File: config.mk
export PLATFORM = sky130hd
export DESIGN_NAME = nanosoc_input_hold
export DESIGN_NICKNAME = d
export VERILOG_FILES = /design/src/rtl/nanosoc_input_hold.sv
export SDC_FILE = /design/constraint.sdc
export NUM_CORES = 1
export LEC_CHECK = 0
export BUFFER_PORTS_ARGS = -buffer_cell sky130_fd_sc_hd__buf_2
export CORE_UTILIZATION = 49
export CTS_BUF_LIST = sky130_fd_sc_hd__clkbuf_16
export DETAILED_ROUTE_END_ITERATION = 12
export GPL_TIMING_DRIVEN = 0
export HOLD_SLACK_MARGIN = 0.1
export PLACE_DENSITY_LB_ADDON = 0.1
export SLEW_MARGIN = 0
export SYNTH_ARGS = -nofsm -noshare
export SYNTH_HDL_FRONTEND = slang
export SYNTH_SLANG_ARGS = --single-unit
File: constraint.sdc
create_clock -name HCLK -period 1.7 [get_ports HCLK]
set_input_delay 0.17 -clock HCLK [delete_from_list [all_inputs] [get_ports HCLK]]
set_output_delay 0.17 -clock HCLK [all_outputs]
set_load 0.1 [all_outputs]
File: src/rtl/nanosoc_input_hold.sv
// nanosoc_input_hold
// AHB input stage of the bus matrix. Passes a master's address phase straight
// through when the target output stage grants it in the same cycle, otherwise
// captures it into a hold register and stalls the master until it is granted.
// The data phase response of the owning output stage is routed back to the
// master.
// Optional: define NANOSOC_INPUT_HOLD_ERR_EN to answer transfers that decode to
// no output port locally with a two-cycle ERROR response.

module nanosoc_input_hold #(
  parameter int unsigned ADDR_WIDTH = 32
) (
  input  logic                  HCLK,
  input  logic                  HRESETn,
  input  logic                  HSELS,
  input  logic [ADDR_WIDTH-1:0] HADDRS,
  input  logic [1:0]            HTRANSS,
  input  logic                  HWRITES,
  input  logic [2:0]            HSIZES,
  input  logic [2:0]            HBURSTS,
  input  logic                  HMASTLOCKS,
  input  logic                  HREADYS,
  input  logic                  decode_err,
  input  logic                  active_trans,
  input  logic                  readyout_m,
  input  logic                  resp_m,
  output logic                  HREADYOUTS,
  output logic                  HRESPS,
  output logic                  sel_out,
  output logic [ADDR_WIDTH-1:0] addr_out,
  output logic [1:0]            trans_out,
  output logic [7:0]            ctrl_out
);

  typedef enum logic [2:0] {
    ST_IDLE,
    ST_HOLD,
    ST_DATA
`ifdef NANOSOC_INPUT_HOLD_ERR_EN
    ,
    ST_ERR1,
    ST_ERR2
`endif
  } state_t;

  state_t                state;
  logic [ADDR_WIDTH-1:0] hold_addr;
  logic [1:0]            hold_trans;
  logic [7:0]            hold_ctrl;

  logic                  new_tran;
  logic                  err_hit;
  logic                  fwd;
  logic                  accept;
  logic [7:0]            ctrl_in;

  // NONSEQ/SEQ address phase accepted from the master this cycle
  assign new_tran = HSELS & HREADYS & HTRANSS[1];
  assign ctrl_in  = {HMASTLOCKS, HBURSTS, HSIZES, HWRITES};

`ifdef NANOSOC_INPUT_HOLD_ERR_EN
  assign err_hit = new_tran & decode_err;
`else
  // decode_err has no effect in this build; the AND keeps the port read
  assign err_hit = 1'b0 & decode_err;
`endif

  assign fwd = new_tran & ~err_hit;

  // States in which a new address phase may be taken from the master
  always_comb begin
    accept = 1'b0;
    case (state)
      ST_IDLE: accept = 1'b1;
      ST_DATA: accept = readyout_m;
`ifdef NANOSOC_INPUT_HOLD_ERR_EN
      ST_ERR2: accept = 1'b1;
`endif
      default: accept = 1'b0;
    endcase
  end

  // Transfer sequencing and hold register capture
  always_ff @(posedge HCLK or negedge HRESETn) begin
    if (!HRESETn) begin
      state      <= ST_IDLE;
      hold_addr  <= '0;
      hold_trans <= '0;
      hold_ctrl  <= '0;
    end else begin
      case (state)
        ST_HOLD: begin
          if (active_trans) begin
            state      <= ST_DATA;
            hold_addr  <= '0;
            hold_trans <= '0;
            hold_ctrl  <= '0;
          end
        end
`ifdef NANOSOC_INPUT_HOLD_ERR_EN
        ST_ERR1: state <= ST_ERR2;
`endif
        default: begin
          if (accept) begin
            if (err_hit) begin
`ifdef NANOSOC_INPUT_HOLD_ERR_EN
              state <= ST_ERR1;
`endif
            end else if (new_tran && active_trans) begin
              state <= ST_DATA;
            end else if (new_tran) begin
              state      <= ST_HOLD;
              hold_addr  <= HADDRS;
              hold_trans <= HTRANSS;
              hold_ctrl  <= ctrl_in;
            end else begin
              state <= ST_IDLE;
            end
          end
        end
      endcase
    end
  end

  // Master response and downstream request, selected by state
  always_comb begin
    HREADYOUTS = 1'b1;
    HRESPS     = 1'b0;
    sel_out    = fwd;
    addr_out   = HADDRS;
    trans_out  = fwd ? HTRANSS : 2'b00;
    ctrl_out   = ctrl_in;
    case (state)
      ST_HOLD: begin
        HREADYOUTS = 1'b0;
        sel_out    = 1'b1;
        addr_out   = hold_addr;
        trans_out  = hold_trans;
        ctrl_out   = hold_ctrl;
      end
      ST_DATA: begin
        HREADYOUTS = readyout_m;
        HRESPS     = resp_m;
      end
`ifdef NANOSOC_INPUT_HOLD_ERR_EN
      ST_ERR1: begin
        HREADYOUTS = 1'b0;
        HRESPS     = 1'b1;
      end
      ST_ERR2: begin
        HREADYOUTS = 1'b1;
        HRESPS     = 1'b1;
      end
`endif
      default: ;
    endcase
  end

endmodule

After elaboration in Yosys (flattened, before gate mapping)
Index checks and enable logic that the tools add are counted.

Output and inout bits: 45. Flip-flop bits (word level): 45. Word-level logic and storage cells: 44. Input port bits: 50.

Reduce and logical (&&, ||, !) cells: 6. Equal/unequal tests: 4. Muxes and demuxes: 28. Bitwise gates (word level): 2.

Operators by type and width (count): 32-bit two-way mux (6); 8-bit two-way mux (6); 2-bit two-way mux (8); 3-bit two-way mux (3); 1-bit case mux with 2 select lines (2); 4-bit AND reduction (1); 2-bit nonzero test (2); 3-bit by 1-bit == test with 1-bit output (second input constant) (1); 3-bit by 2-bit == test with 1-bit output (second input constant) (1); 3-bit zero test (1); 1-bit two-way mux (3); 1-bit AND (2); 2-bit by 1-bit != test with 1-bit output (second input constant) (1); 2-bit != test (second input constant) (1); 2-bit AND reduction (1); 1-bit logical AND (1).

Longest topological paths before layout
Depth after elaboration: 6. Gate-level depth with buffers: 6.

Worst setup path before layout
OpenSTA, ideal clock, no wires.

Kind: register to output. Start: register state[1]. End: output port trans_out[0]. Setup slack: -0.946 ns. Data required time: 1.530 ns. Buffers on the path: 3. Arrival time: 2.476 ns. Stages on the path, launching flop included: 6. Path through: dfrtp_1 -> nand2b_2 -> buf_6 -> buf_6 -> buf_2 -> a21oi_1.

Cells in the longest elaborated chain, start to end: 2.

Ends and longest elaborated chain: from (decl) (RTL line 46) `state_t state;`; from (signal assigned) (RTL line 86) `state <= ST_IDLE;`; from (signal assigned) (RTL line 94) `state <= ST_DATA;`; from (signal assigned) (RTL line 110) `state <= ST_DATA;`; 3-bit by 1-bit == test with 1-bit output (RTL line 133) `case (state)`; 2-bit two-way mux (RTL line 133); to (decl) (RTL line 31) `output logic [1:0] trans_out,`.

No other way between the ends.

Final worst setup path
Start: register state[0]. End: output port trans_out[0].

The elaborated chain is that of the path after synthesis.

==> flow_metrics.tcl <==
set metrics [dict create \
    cts_tree "done" \
    crit_fanout 7 \
    drtAntennaViolNets 0 \
    clock_skew_ns 0.00711 \
    io_buffers 93 \
    grt_pass1_wl_mm 11.9 \
    finalNetCount 455 \
    synth_area_um2 2540 \
    hold_path_depth 2 \
    setup_violations 34 \
    switching_share 0.444 \
    slowest_stage "dfrtp_2" \
    synth_top_area_cell "dfrtp_1" \
    p_comb_frac 0.543 \
    switchingPower_w 0.00282 \
    drtIter0Drc 207 \
    vias_per_cell 6.02 \
    p_total_w 0.00634 \
    critPathKind "flip-flop to output port" \
    die_x_um 74.1 \
    final_common_cell "nand2_1" \
    power_frac_seq 0.309 \
    pre_cts_slack_ns -0.169 \
    wl_per_cell_um 19.0 \
    drv_slew 0 \
    syn_area_per_cell_um2 8.68 \
    synthToLayoutAreaGrowth_pct 68.1 \
    gp_congestion 0.750 \
    r2r_start "state[1]" \
    ys_seq_area_frac 0.433 \
    finalHoldViolations 0 \
    first_pass_iters 5 \
    pwr-share-clk 0.148 \
    start_kind "flip-flop" \
    clockRootBuffer "clkbuf_16" \
    antenna_found_initial 0 \
    status "finished with violations" \
    grt_overflow_total 0 \
    worstRegToRegCells 7 \
    min_period_ns 1.77 \
    cts_buffers 5 \
    cp-startpoint "state[0]" \
    path_cells "nor2b_4 -> buf_8 -> mux2i_4 -> a21oi_4 -> buf_12" \
    drc 0 \
    fin_crit_sh 1.04 \
    rsz0062_at_grt "yes" \
    multi_input_area_um2 1460 \
    seqCellArea_um2 1100 \
    path_clk_slew_ns 0.07 \
    grt_usage 0.281 \
    synth_nets 343 \
    hold_end "hold_ctrl[6]" \
    leakagePower_nw 2.17 \
    intPower_w 0.00352 \
    dieHeight_um 74.1 \
    coreArea_um2 4850 \
    dp.cells 453 \
    ir_worst_vdd_uv 930 \
    yosys.cell_types.count 22 \
    r2r-end "hold_addr[30]" \
    first_global_vias 2548 \
    rows 25 \
    grt_max_degree 45 \
    critPathRequiredTime_ns 1.53 \
    cp.arrival_ns 1.60 \
    antenna_cells 0 \
    synth.top_cell.area_share 0.433 \
    postRouteWirelength_mm 8.97 \
    max_slew_margin 0.329 \
    h-tree-depth 2 \
    final_cell_mix "nand2_1, nand2_2, buf_2, buf_12" \
    maxCapViolations 0 \
    finish.utilization 0.882 \
    layout.cells.non_filler 473 \
    dp_hpwl_mm 4.64 \
    worstSkewPairLatency_ns 0.28 \
    hold_class "input pin to flip-flop" \
    drive_gt1_frac 0.483 \
    yosys_warnings 0 \
    vias 2849 \
    fmax_mhz 566 \
    violations "setup timing" \
    layout_setup_ws_ns -0.0665 \
    syn_inst 293 \
    clock_sinks 44 \
    ys_ff_latch 44 \
    nFillCells 229 \
    die-area_um2 5480 \
    tightest_slew_ns 1.01 \
    synth_area_leaders "dfrtp_1, nand2_1, a221o_1, and3_1, buf_6" \
    pin_count 95 \
    pwr_density_cell_nw_per_um2 1480 \
    clockBufferDepth 2 \
    max_stage_delay_ns 0.47 \
    end_kind "output port" \
    hold_start "HBURSTS[2]" \
    reg2reg_slack_ns -0.01 \
    initial_utilization 0.525 \
]
==> power groups by stage <==
stage	combinational [W]	sequential [W]	clock, W
3_3_place_gp	0.00259	0.00187	0
4_1_cts	0.00321	0.00189	0.000918
2_1_floorplan	0.00225	0.00180	0
6_report	0.00344	0.00196	0.000940
5_1_grt	0.00359	0.00200	0.000971
3_5_place_dp	0.00264	0.00189	0
==> per-layer routing <==
metal,vias to the layer above,global-route usage,routed length (um)
li1,1271,-,-
met1,1409,0.355,3580
met2,146,0.503,4740
met3,23,0.0366,409
met4,0,0.0748,242
met5,-,0,0
==> cell families (layout without fill, tap and decap cells) <==
logic type | after synthesis | after routing | synth area share
buf+inv | 27 | 140 | 0.0669
simple gates | 174 | 174 | 0.317
mux | 1 | 1 | 0.00394
flops | 44 | 44 | 0.433
compound gates | 47 | 47 | 0.179
==> final cells by class <==
class | instances | area share
buffer | 25 | 0.0609
clock buffer | 5 | 0.0293
multi-input combinational | 222 | 0.342
timing repair buffer | 106 | 0.286
clock inverter | 3 | 0.00351
inverter | 1 | 0.000878
tap | 67 | 0.0196
sequential | 44 | 0.258
==> metrics by stage <==
stage               instance area, um^2  hold WS [ns]  TNS, ns
global placement                   3220         0.380    -5.01
floorplan                          2670        -0.126   -0.189
finish                             4280         0.131   -0.590
CTS                                4060         0.132  -0.0473
global route                       4280         0.131    -3.17
detailed placement                 3220         0.388    -6.05
==> worst max-delay path by stage <==
stage | end | depth (start not counted)
2_1_floorplan | trans_out[1] | 5
3_3_place_gp | addr_out[28] | 7
3_5_place_dp | addr_out[28] | 7
4_1_cts | addr_out[28] | 6
5_1_grt | addr_out[28] | 6
6_report | trans_out[0] | 5
==> synth_stat cells <==
cell	instances
nand2_1	123
dfrtp_1	44
and3_1	42
a221o_1	41
buf_2	13
buf_6	7
clkbuf_1	6
nor2_1	2
nor2b_1	2
a21o_1	1
a21oi_1	1
a22o_1	1
inv_1	1
mux2i_1	1
nand2b_1	1
nand2b_2	1
nand3_1	1
nand4b_4	1
nor3b_4	1
o21a_1	1
o21ai_2	1
o21bai_1	1
==> state kept, by name, indices dropped and copies added (netlist names) <==
signal	flops
hold_ctrl	8
hold_addr	32
state	2
hold_trans	2
==> worst max-delay path: cells and delay by family (launching register included) <==
kind | cells | cell delay, ns
DFF | 1 | 0.47
buffers and inverters | 2 | 0.33
muxes | 1 | 0.19
AOI/OAI and AO/OA | 1 | 0.16
and+or+nand+nor | 1 | 0.15
==> timing repair <==
action,CTS,global route
gates resized for setup,184,42
buffers inserted,3,8
cloned,0,1
pin swaps,0,1
hold buffers,1,0
setup endpoints to repair,44,44
hold endpoints to repair,21,0
(Power assumes the default switching activity.)
